$ cat config.mk
export PLATFORM = sky130hd
export DESIGN_NAME = strobe_generator
export DESIGN_NICKNAME = d
export VERILOG_FILES = /design/src/rtl/strobe_generator.sv
export SDC_FILE = /design/constraint.sdc
export NUM_CORES = 1
export LEC_CHECK = 0
export ABC_AREA = 1
export BUFFER_PORTS_ARGS = -buffer_cell sky130_fd_sc_hd__buf_2
export CORE_ASPECT_RATIO = 0.8
export CORE_MARGIN = 2
export CORE_UTILIZATION = 35
export CTS_CLUSTER_DIAMETER = 50
export DETAILED_ROUTE_END_ITERATION = 12
export GPL_ROUTABILITY_DRIVEN = 0
export PLACE_DENSITY = 0.57
export SLEW_MARGIN = 40
export SYNTH_ARGS = -nofsm -noshare
export SYNTH_HDL_FRONTEND = slang
export SYNTH_SLANG_ARGS = --single-unit
$ cat constraint.sdc
create_clock -name clk -period 2.5 [get_ports clk]
set_input_delay 0.375 -clock clk [delete_from_list [all_inputs] [get_ports clk]]
set_output_delay 0.375 -clock clk [all_outputs]
set_load 0.02 [all_outputs]
$ cat src/rtl/strobe_generator.sv
// Programmable strobe burst generator: N pulses of H high cycles
// separated by L low cycles, framed by a start/busy/done handshake.
module strobe_generator #(
    parameter int CNT_W = 16,
    parameter int WID_W = 8
) (
    input  logic             clk,
    input  logic             rst,
    input  logic             start,
    input  logic             abort,
    input  logic [CNT_W-1:0] pulse_count,
    input  logic [WID_W-1:0] high_cycles,
    input  logic [WID_W-1:0] low_cycles,
    output logic             strobe,
    output logic             busy,
    output logic             done
);

    typedef enum logic [1:0] {
        S_IDLE,
        S_HIGH,
        S_LOW,
        S_DONE
    } state_t;

    state_t           state;
    logic [CNT_W-1:0] pulse_rem;
    logic [WID_W-1:0] phase_cnt;
    logic [WID_W-1:0] high_lat;
    logic [WID_W-1:0] low_lat;

    logic [WID_W-1:0] high_clamp;
    logic [WID_W-1:0] low_clamp;
    logic             phase_end;
    logic             last_pulse;

    // Zero widths behave as one cycle so adjacent pulses never merge.
    assign high_clamp = (high_cycles == '0) ? WID_W'(1) : high_cycles;
    assign low_clamp  = (low_cycles == '0) ? WID_W'(1) : low_cycles;
    assign phase_end  = (phase_cnt == '0);
    assign last_pulse = (pulse_rem == CNT_W'(1));

    always_ff @(posedge clk or posedge rst) begin
        if (rst) begin
            state     <= S_IDLE;
            pulse_rem <= '0;
            phase_cnt <= '0;
            high_lat  <= '0;
            low_lat   <= '0;
            strobe    <= 1'b0;
            busy      <= 1'b0;
            done      <= 1'b0;
        end else begin
            unique case (state)
                S_IDLE: begin
                    done <= 1'b0;
                    if (start) begin
                        pulse_rem <= pulse_count;
                        high_lat  <= high_clamp;
                        low_lat   <= low_clamp;
                        if (pulse_count == '0) begin
                            state <= S_DONE;
                            done  <= 1'b1;
                        end else begin
                            state     <= S_HIGH;
                            strobe    <= 1'b1;
                            busy      <= 1'b1;
                            phase_cnt <= high_clamp - WID_W'(1);
                        end
                    end
                end
                S_HIGH: begin
                    if (abort) begin
                        state  <= S_DONE;
                        strobe <= 1'b0;
                        busy   <= 1'b0;
                        done   <= 1'b1;
                    end else if (phase_end) begin
                        pulse_rem <= pulse_rem - CNT_W'(1);
                        strobe    <= 1'b0;
                        if (last_pulse) begin
                            state <= S_DONE;
                            busy  <= 1'b0;
                            done  <= 1'b1;
                        end else begin
                            state     <= S_LOW;
                            phase_cnt <= low_lat - WID_W'(1);
                        end
                    end else begin
                        phase_cnt <= phase_cnt - WID_W'(1);
                    end
                end
                S_LOW: begin
                    if (abort) begin
                        state  <= S_DONE;
                        strobe <= 1'b0;
                        busy   <= 1'b0;
                        done   <= 1'b1;
                    end else if (phase_end) begin
                        state     <= S_HIGH;
                        strobe    <= 1'b1;
                        phase_cnt <= high_lat - WID_W'(1);
                    end else begin
                        phase_cnt <= phase_cnt - WID_W'(1);
                    end
                end
                S_DONE: begin
                    state <= S_IDLE;
                    done  <= 1'b0;
                end
                default: begin
                    state  <= S_IDLE;
                    strobe <= 1'b0;
                    busy   <= 1'b0;
                    done   <= 1'b0;
                end
            endcase
        end
    end

endmodule

Word-level counts from Yosys, hierarchy flattened. Index checks and enable logic that the tools add are counted.

Add/subtract/negate cells: 5. Reductions and logical operators: 14. Equality and inequality tests: 14. Muxes and demuxes: 41.

Operators with widths (count): 2-to-1 mux 8 bit (9); 2-to-1 mux 16 bit (3); one-hot mux 16 bit (2 select lines) (1); subtractor 8 x 1 -> 8 bit (second input constant) (4); zero test 8 bit (3); one-hot mux 8 bit (3 select lines) (1); 2-to-1 mux 1 bit (17); equality test 16 x 1 -> 1 bit (second input constant) (1); zero test 16 bit (1); subtractor 16 x 1 -> 16 bit (second input constant) (1); 2-to-1 mux 2 bit (6); != test 2 bit (second input constant) (6); != test 3 bit (second input constant) (4); AND reduction 6 bit (2); one-hot mux 2 bit (4 select lines) (1); one-hot mux 1 bit (3 select lines) (2); AND reduction 3 bit (2); AND reduction 5 bit (1); equality test 2 bit (second input constant) (2); one-hot mux 1 bit (4 select lines) (1); AND reduction 4 bit (1); nonzero test 3 bit (1); equality test 2 x 1 -> 1 bit (second input constant) (1); zero test 2 bit (1); other kinds (2) (2).

Input port bits: 36. Register bits: 45.

Logic depth before layout (Yosys ltp).
Depth in word-level cells: 6. Depth in mapped cells: 14. Depth with buffers taken out: 14.

Least setup slack after synthesis. No wires, ideal clock.

Path kind: register to register. Start: reg state[1]. End: reg pulse_rem[4]. Clock period less this slack: 1.604 ns. Arrival: 1.519 ns. Stages on the path, launching flop included: 8. Slack: 0.896 ns. Required time: 2.414 ns. Cells stage by stage: dfrtp_1 > inv_1 > ha_1 > buf_6 > buf_4 > clkbuf_1 > o21ai_0 > a32oi_2.

Word-level cells in the longest chain between the ends: 3. Elaborated cells between the ends (all ways): 8. Those cells by class: eq/ne: 4; mux: 1; reduce/logical: 3.

Ends and longest elaborated chain: from (decl) (RTL line 26) `state_t state;`; from (signal assigned) (RTL line 45) `state <= S_IDLE;`; from (signal assigned) (RTL line 62) `state <= S_DONE;`; from (signal assigned) (RTL line 65) `state <= S_HIGH;`; equality test 2 x 1 -> 1 bit / zero test 2 bit (equally long branches) (RTL line 54) `unique case (state)`; != test 2 bit (no source line) / nonzero test 2 bit (equally long branches); AND reduction 4 bit (no source line); to (signal assigned) (RTL line 58) `pulse_rem <= pulse_count;`; to (signal assigned) (RTL line 79) `pulse_rem <= pulse_rem - CNT_W'(1);`; to (decl) (RTL line 27) `logic [CNT_W-1:0] pulse_rem;`.

Parallel ways exist; a longest one is shown, timed or not. A chain may end at the register's enable or synchronous reset.

Final worst setup path.
Start: reg phase_cnt[0]. End: reg pulse_rem[9].

Word-level cells in the longest chain between the ends: 3.

Ends and longest elaborated chain: from (decl) (RTL line 28) `logic [WID_W-1:0] phase_cnt;`; from (signal assigned) (RTL line 68) `phase_cnt <= high_clamp - WID_W'(1);`; from (signal assigned) (RTL line 87) `phase_cnt <= low_lat - WID_W'(1);`; from (signal assigned) (RTL line 90) `phase_cnt <= phase_cnt - WID_W'(1);`; zero test 8 bit (RTL line 40) `assign phase_end = (phase_cnt == '0);`; != test 2 bit (no source line); AND reduction 4 bit (no source line).

No other way between the ends.

==> flow_metrics.tcl <==
set metrics [dict create \
    status "finished clean" \
    cp_slowest_cell "dfrtp_1" \
    synth.top_cells.by_count "145 x nand2_1, 74 x inv_1, 61 x nor2_1, 49 x nand3_1, 45 x dfrtp_1" \
    worstPathArrival_ns 2.16 \
    cp.depth 9 \
    drc 0 \
    top_usage_layer "met1" \
    synth-xor-area-share 0.00742 \
    finalSetupViolCount 0 \
    cp.required_ns 2.67 \
    worst-path-buf-inv 2 \
    reg2reg_to "pulse_rem[9]" \
    wire_per_inst_um 13.3 \
    first_pass_iters 4 \
    root_buffer "clkbuf_16" \
    critPathTopFamily "simple AND/OR/NAND/NOR gates" \
    hp-class "primary input to asynchronous set/reset pin" \
    hold_viol 0 \
    syn_inst 532 \
    post-synth-top-count-cell "nand2_1" \
    via_count 3461 \
    finalCritPeriodShare 0.795 \
    fmax_mhz 503 \
    die_height_um 94.0 \
    synth_adder_area_share 0.0424 \
    synthMuxAreaShare 0 \
    grt_pass1_wl_um 15900 \
    cts_tree "built" \
    cts_hold_buf 0 \
    async_reset_ff_frac 1.00 \
    synth_edf_count 0 \
    synthSimpleGateAreaFrac 0.364 \
    grt_max_degree 27 \
    rsz0062_at_grt "no" \
    cts_htree_levels 2 \
    pwr_density_cell_nw_per_um2 1320 \
    gr-total-overflow 0 \
    worst_pin_slew_ns 0.434 \
    postRouteAntennaNets 0 \
    antenna_found_initial 0 \
    slowest_delay_ns 0.43 \
    reg2reg_from "phase_cnt[0]" \
    grt_pass1_vias 3266 \
    syn_area_um2 3540 \
    cts_made_buffers 5 \
    cts.path.max_buffers 2 \
    ys_ff_latch 45 \
    nNetsFinal 617 \
    drive_above_1_share 0.151 \
    setup.worst_path.end_class "flop" \
    maxCapViolations 0 \
    synth.area.top_cells "dfrtp_1 32%, nand2_1 15%, inv_1 7.8%, nand3_1 6.9%, nor2_1 6.5%" \
    diodes 0 \
    dieWidth_um 116 \
    rrSetupSlack_ns 0.51 \
    start_util 0.364 \
    core-area_um2 9730 \
    period_minus_slack_ns 1.99 \
    setup.worst_path.end "pulse_rem[9]" \
    synth_cell_types 42 \
    synth_top_cell_by_area "dfrtp_1" \
    postPlaceCellArea_um2 3840 \
    io_pins 39 \
    r2r_cells 9 \
    ir_drop_mv 0.412 \
    clock_sinks 45 \
    grt_use_met2 0.275 \
    ys_warn_count 0 \
    synth_ff_type "dfrtp_1" \
    crit_fanout 26 \
    drt_iter0_drc 189 \
    path_clk_slew_ns 0.07 \
    synth_top_family_by_area "simple AND/OR/NAND/NOR gates" \
    stdcell_area_um2 4010 \
    synthToLayoutAreaGrowth_pct 13.4 \
    grtUsageTotal 0.186 \
    rows 32 \
    syn_nets 580 \
    viasPerCell 4.90 \
    io_buffers 38 \
    cts_resized 0 \
    fin_skew_ns 0.00956 \
    hpwl_um 7290 \
    cts_setup_buffers 0 \
    p_leak_uw 0.00204 \
    grt_util_met1 0.279 \
    insertion_delay_ns 0.29 \
    seq_area_frac_synth 0.318 \
    pre_cts_slack_ns 0.523 \
    synth-compound-area-share 0.157 \
    crit_path_start "phase_cnt[0]" \
    slew_headroom 0.710 \
    use_met3 0.0290 \
    path_cells "inv_1, ha_1, nand3_2, nor2_8, o21ai_4, inv_4, o21ai_0, o21ai_1, nand2_1" \
    die_area_um2 10900 \
    start_kind "flop" \
    syn-mean-instance-area_um2 6.66 \
    fin_ws_ns 0.512 \
    drv_slew 0 \
    setup-tns-final_ns 0 \
    wirelength_um 9420 \
    crit_type "flop to flop" \
    yosysTopAreaCellShare 0.318 \
]
-- stage by stage --
| stage | std cells | util | hold slack, ns | total power (uW) |
|---|---|---|---|---|
| after floorplan | 532 | - | 0.449 | 3860 |
| after global placement | 698 | 0.395 | 0.323 | 4450 |
| after detailed placement | 698 | 0.395 | 0.332 | 4500 |
| after CTS | 706 | 0.413 | 0.00987 | 5330 |
| after global routing | 706 | 0.413 | 0.0215 | 5870 |
| final | 706 | 0.413 | 0.0106 | 5310 |
-- power breakdown --
| part | total (uW) | switching, uW | internal, uW |
|---|---|---|---|
| sequential | 1460 | 354 | 1100 |
| combinational | 3060 | 2010 | 1050 |
| clock | 798 | 298 | 501 |
-- final cells by class --
type / count / area [um^2]
Fill cell: 1042 / 5720
Sequential cell: 45 / 1130
Clock buffer: 7 / 143
Multi-Input combinational cell: 397 / 2020
Clock inverter: 1 / 30.0
Inverter: 76 / 288
Tap cell: 136 / 170
Timing Repair Buffer: 44 / 235
-- layer usage --
| layer | part of all wire | routed length, um |
|---|---|---|
| met1 | 0.53 | 5000 |
| met2 | 0.42 | 3960 |
| met3 | 0.040 | 376 |
| met4 | 0.0075 | 71 |
| met5 | 0 | 0 |
-- worst min-delay path by stage --
stage,from,to,slack [ns],cells past startpoint
floorplan,phase_cnt[1],phase_cnt[1],0.45,2
global placement,rst,pulse_rem[10],0.32,2
detailed placement,rst,pulse_rem[5],0.33,2
CTS,rst,pulse_rem[5],0.01,2
global route,rst,pulse_rem[4],0.02,2
finish,rst,pulse_rem[4],0.01,2
-- sequential cells by signal, summed over array words and instances, names as in the netlist --
signal     flops
done           1
high_lat       8
busy           1
state          2
strobe         1
low_lat        8
pulse_rem     16
phase_cnt      8
-- placed cells by master (no fill, tap or decap), types with 2 or more instances in the layout --
cell       instances
a32oi_2            2
buf_4              6
o21ai_2            4
o21ai_0           43
o22ai_1            2
nand2_1          145
dfrtp_1           45
nand3_1           49
ha_1              12
nand3_2            3
inv_2              2
buf_2             38
nand4_1            6
nor2_4             4
nand2_2            2
inv_1             73
nor2_1            61
nor3_1             6
o211ai_1           2
a31oi_1            2
o21ai_1           15
nor2_2             5
or2_2              3
a21oi_2            2
xor2_1             3
clkbuf_16          5
a21oi_1           14
-- logic make-up after synthesis --
family	after synthesis
AND/OR/NAND/NOR	290
XOR/XNOR	3
buffers and inverters	90
adder cells (fa/ha/maj)	12
AO/OA/AOI/OAI	92
flip-flops	45
-- worst reg2reg max path, delay by kind of cell, from the launching register on --
kind            cells  cell delay, ns
compound gates      3            0.45
buf+inv             2            0.33
flops               1            0.43
fa+ha+maj           1            0.18
simple gates        3            0.47
(Power assumes the default switching activity.)
